File: src/rtl/uart_pkg.sv
// Shared UART types and defaults used by the transmit queue, transmitter and receiver.
package uart_pkg;

    localparam int UART_DATA_W   = 8;
    localparam int TXQ_DEPTH_DEF = 8;

    typedef enum logic [1:0] {
        IDLE,
        ISSUE,
        GUARD,
        WAIT
    } txq_state_t;

endpackage

File: src/rtl/uart_fifo_mem.sv
// Register array for the transmit queue: one write port, asynchronous head read, no reset on contents.
module uart_fifo_mem
    import uart_pkg::*;
#(
    parameter int DEPTH  = TXQ_DEPTH_DEF,
    parameter int DATA_W = UART_DATA_W,
    parameter int PTR_W  = $clog2(DEPTH)
) (
    input  logic              clk,
    input  logic              wr_en,
    input  logic [PTR_W-1:0]  wr_addr,
    input  logic [DATA_W-1:0] wr_data,
    input  logic [PTR_W-1:0]  rd_addr,
    output logic [DATA_W-1:0] rd_data
);

    logic [DATA_W-1:0] mem [DEPTH];

    always_ff @(posedge clk) begin
        if (wr_en) begin
            mem[wr_addr] <= wr_data;
        end
    end

    assign rd_data = mem[rd_addr];

endmodule

File: src/rtl/uart_tx_fifo.sv
// Byte queue feeding the UART transmitter; issues one trmt pulse per byte and waits for tx_done.
//   state | meaning
//   IDLE  | queue empty or about to pop the head into tx_data
//   ISSUE | trmt high for this single cycle
//   GUARD | transmitter clearing tx_done; its value is not trusted yet
//   WAIT  | byte on the wire, leave when tx_done is seen high
module uart_tx_fifo
    import uart_pkg::*;
#(
    parameter int DEPTH  = TXQ_DEPTH_DEF,
    parameter int DATA_W = UART_DATA_W,
    parameter int PTR_W  = $clog2(DEPTH)
) (
    input  logic              clk,
    input  logic              rst,
    input  logic              wr_en,
    input  logic [DATA_W-1:0] wr_data,
    output logic              full,
    output logic              empty,
    output logic [PTR_W:0]    level,
    output logic              ovf,
    input  logic              clr_ovf,
    output logic              trmt,
    output logic [DATA_W-1:0] tx_data,
    input  logic              tx_done,
    output logic              busy
);

    localparam logic [PTR_W:0] FULL_CNT = (PTR_W + 1)'(DEPTH);

    txq_state_t        state;
    txq_state_t        state_nxt;
    logic [PTR_W-1:0]  wr_ptr;
    logic [PTR_W-1:0]  rd_ptr;
    logic [PTR_W:0]    count;
    logic [DATA_W-1:0] head;
    logic              pop;
    logic              push;
    logic              ovf_set;

    assign full  = (count == FULL_CNT);
    assign empty = (count == '0);
    assign level = count;
    assign busy  = (state != IDLE);

    // A pop frees a slot on the same edge, so a push into a full queue is still taken then.
    assign pop     = (state == IDLE) && !empty;
    assign push    = wr_en && (!full || pop);
    assign ovf_set = wr_en && full && !pop;

    uart_fifo_mem #(
        .DEPTH  (DEPTH),
        .DATA_W (DATA_W),
        .PTR_W  (PTR_W)
    ) u_mem (
        .clk     (clk),
        .wr_en   (push && !rst),
        .wr_addr (wr_ptr),
        .wr_data (wr_data),
        .rd_addr (rd_ptr),
        .rd_data (head)
    );

    always_comb begin
        state_nxt = state;
        case (state)
            IDLE:    if (!empty) state_nxt = ISSUE;
            ISSUE:   state_nxt = GUARD;
            GUARD:   state_nxt = WAIT;
            WAIT:    if (tx_done) state_nxt = IDLE;
            default: state_nxt = IDLE;
        endcase
    end

    always_ff @(posedge clk or posedge rst) begin
        if (rst) begin
            state   <= IDLE;
            wr_ptr  <= '0;
            rd_ptr  <= '0;
            count   <= '0;
            ovf     <= 1'b0;
            trmt    <= 1'b0;
            tx_data <= '0;
        end else begin
            state <= state_nxt;
            trmt  <= pop;
            if (push) begin
                wr_ptr <= wr_ptr + 1'b1;
            end
            if (pop) begin
                rd_ptr  <= rd_ptr + 1'b1;
                tx_data <= head;
            end
            case ({push, pop})
                2'b10:   count <= count + 1'b1;
                2'b01:   count <= count - 1'b1;
                default: count <= count;
            endcase
            if (ovf_set) begin
                ovf <= 1'b1;
            end else if (clr_ovf) begin
                ovf <= 1'b0;
            end
        end
    end

endmodule

File: config.mk
export PLATFORM = sky130hd
export DESIGN_NAME = uart_tx_fifo
export DESIGN_NICKNAME = d
export VERILOG_FILES = /design/src/rtl/uart_pkg.sv /design/src/rtl/uart_fifo_mem.sv /design/src/rtl/uart_tx_fifo.sv
export SDC_FILE = /design/constraint.sdc
export NUM_CORES = 1
export LEC_CHECK = 0
export BUFFER_PORTS_ARGS = -buffer_cell sky130_fd_sc_hd__clkbuf_2
export CELL_PAD_IN_SITES_DETAIL_PLACEMENT = 1
export CELL_PAD_IN_SITES_GLOBAL_PLACEMENT = 1
export CORE_AREA = 8 8 96 98
export DETAILED_ROUTE_END_ITERATION = 8
export DIE_AREA = 0 0 104 106
export PLACE_DENSITY = 0.79
export SLEW_MARGIN = 20
export SYNTH_ARGS = -nofsm -noshare
export SYNTH_HDL_FRONTEND = slang
export SYNTH_SLANG_ARGS = --single-unit
File: constraint.sdc
create_clock -name clk -period 2.9 [get_ports clk]
set_input_delay 0.145 -clock clk [delete_from_list [all_inputs] [get_ports clk]]
set_output_delay 0.145 -clock clk [all_outputs]
set_load 0.01 [all_outputs]
==> flow_metrics.py <==
metrics = {
    "route": {
        "routedWlPerCell_um": 20.75,
        "route.detailed.drc": 0,
        "drtPass1Iterations": 4,
        "drt.antenna.violating_nets": 0,
        "totalWireLength_um": 8050,
        "avgViaCountPerCell": 5.448,
        "vias": 2114,
        "drtIter0Drc": 74,
    },
    "clock_tree": {
        "ctsResizeCount": 0,
        "cts_made_buffers": 9,
        "clock-sinks": 86,
        "clock_tree.root_cell": "clkbuf_8",
        "cts_tree": "done",
        "clock_tree.buffer_depth": 2,
        "htree_levels": 3,
        "insertion_delay_ns": 0.36,
        "postCtsSetupRepairBufs": 0,
        "path_clk_slew_ns": 0.09,
    },
    "synth": {
        "yosysMostFrequentCell": "edfxtp_1",
        "synth_commonest_cells": "64 x edfxtp_1, 22 x dfrtp_1, 18 x mux2_2, 18 x mux2i_1, 15 x nand2_1",
        "synth_area_per_cell_um2": 15.16,
        "async_flop_share_pct": 25.58,
        "synthFlopType": "edfxtp_1",
        "syn-num-nets": 264,
        "synth_area_leader_cell": "edfxtp_1",
        "synth_seq_cells": 86,
        "synth-edff-count": 64,
        "synth.distinct_cells": 42,
        "seq_area_frac_synth_pct": 66.82,
        "yosysWarnings": 0,
        "netlist_instances": 244,
        "synth_top_area_share_pct": 51.94,
        "synth_area_leaders": "edfxtp_1 52%, dfrtp_1 15%, mux2_2 5.5%",
        "netlist_area_um2": 3700,
    },
    "sta": {
        "setup_viol": 0,
        "fmax_ghz": 0.4222,
        "fin_skew_ns": 0.01457,
        "setup_slack_ns": 0.5316,
        "holdWs_ns": 0.1024,
        "timing.final.max_slew_violations": 0,
        "fin_crit_ns": 2.368,
        "relSlewSlack_pct": 27.80,
        "period_share_pct": 81.67,
        "finalSetupTns_ns": 0,
        "rsz0062_at_grt": "false",
        "finalHoldViolations": 0,
        "worst_pin_slew_ns": 1.075,
    },
    "layout": {
        "final_cells": 388,
        "drive_above_1_share_pct": 28.62,
        "fin_nets": 298,
        "areaGrowthSynthToFinish_pct": 13.59,
        "n_antenna_cell": 0,
    },
    "placed_design": {
        "gp_congestion": 0.7581,
        "dp_slack_ns": 0.5021,
        "dp_cells": 370,
        "io_buffers": 29,
        "hpwl_um": 5603,
    },
    "job": {
        "cap_violations": 0,
    },
    "critical_path": {
        "slowest_delay_ns": 0.55,
        "crit_type": "reg2reg",
        "cp.required_ns": 3.16,
        "cp.arrival_ns": 2.63,
        "cp_slowest_cell": "dfrtp_1",
        "rr_startpoint": "level[1]",
        "path_delay_family": "simple AND/OR/NAND/NOR gates",
        "startpoint": "level[1]",
        "path_max_fanout": 12,
        "critical_path_buf_inv_count": 0,
        "endpoint_kind": "flop",
        "path_cells": "nor4_4 -> nor3_1 -> a21o_1 -> ha_1 -> or4b_1 -> o32a_2 -> o22ai_1",
        "critPathLaunchType": "flop",
    },
    "floorplanning": {
        "core_um2": 7845,
        "die_h_um": 106,
        "die_w_um": 104,
        "pin_count": 30,
        "rows": 33,
        "initial_core_util_pct": 47.16,
        "die-area_um2": 11020,
    },
    "min_path": {
        "worstHoldStart": "wr_data[6]",
        "holdCritPathClass": "in2reg",
    },
    "grt": {
        "antenna_found_initial": 0,
        "grt_overflow": 0,
        "grt_pass1_wl_um": 12880,
        "track_usage_pct": 15.04,
        "grt_max_degree": 35,
        "grt_pass1_vias": 2377,
    },
    "pwr": {
        "powerDensity_nw_per_um2": 973.8,
        "vdd_drop_max_uv": 501.0,
        "p_leak_nw": 1.599,
    },
    "run_status": {
        "outcome": "finished, final reports clean",
    },
}
[cell families after synthesis]
| family | share of synthesized area, % |
|---|---|
| mux | 10.75 |
| buf+inv | 3.010 |
| compound gates | 9.605 |
| simple gates | 6.493 |
| flops | 66.82 |
| xor+xnor | 0.9471 |
| fa+ha+maj | 2.367 |
[final cells by class]
class	instances	area (um2)
sequential	86	2472
tap	105	131.4
multi-input combinational	135	1149
timing repair buffer	37	210.2
clock buffer	10	137.6
clock inverter	6	68.82
fill	784	3642
inverter	9	33.78
[flip-flops by register name, indices dropped and copies added (netlist names)]
name / cells
u_mem.mem: 64
tx_data: 8
level: 4
rd_ptr: 3
wr_ptr: 3
state: 2
ovf: 1
trmt: 1
[what timing repair did]
action,CTS,global route
hold buffers,2,0
endpoints found under the hold margin,23,0
setup endpoints to repair,0,0
[power breakdown]
part,internal (mW),switching (mW)
clock network,0.426,0.432
registers,1.55,0.216
logic,0.656,0.818
total,2.63,1.46
[placed cells by master, fill, tap and decap left out, types with 9 or more instances in the layout]
cell type,n
o22ai_1,11
dfrtp_1,22
edfxtp_1,64
clkbuf_2,29
mux2_2,18
clkbuf_8,10
inv_1,9
mux2i_1,18
o31ai_1,10
nand2_1,15
[stage by stage]
step | util [%] | total power [mW] | instance area, um2
global placement | 50.51 | 3.171 | 3963
CTS | 53.40 | 4.128 | 4189
finish | 53.57 | 4.093 | 4203
floorplan | - | 2.825 | 3700
global route | 53.57 | 4.333 | 4203
detailed placement | 50.51 | 3.274 | 3963
[metal layers]
metal | wire [um] | vias up | part of all wire (%) | global-route usage [%]
li1 | - | 996 | - | -
met1 | 3472 | 1075 | 43 | 17.32
met2 | 4251 | 35 | 53 | 27.09
met3 | 228 | 8 | 2.8 | 3.267
met4 | 97 | 0 | 1.2 | 5.274
met5 | 0 | - | 0 | 0
[final timing paths]
kind	endpoint	slack [ns]	cells past startpoint
setup reg to reg	level[2]	0.53	7
min in group asynchronous	rd_ptr[0]	0.50	4
setup / recovery	level[2]	0.53	7
hold reg to reg	tx_data[2]	0.49	2
hold / removal	u_mem.mem[5][6]	0.10	1
max in group asynchronous	level[2]	2.12	4
Note: power is estimated with default switching activity, not from simulation.
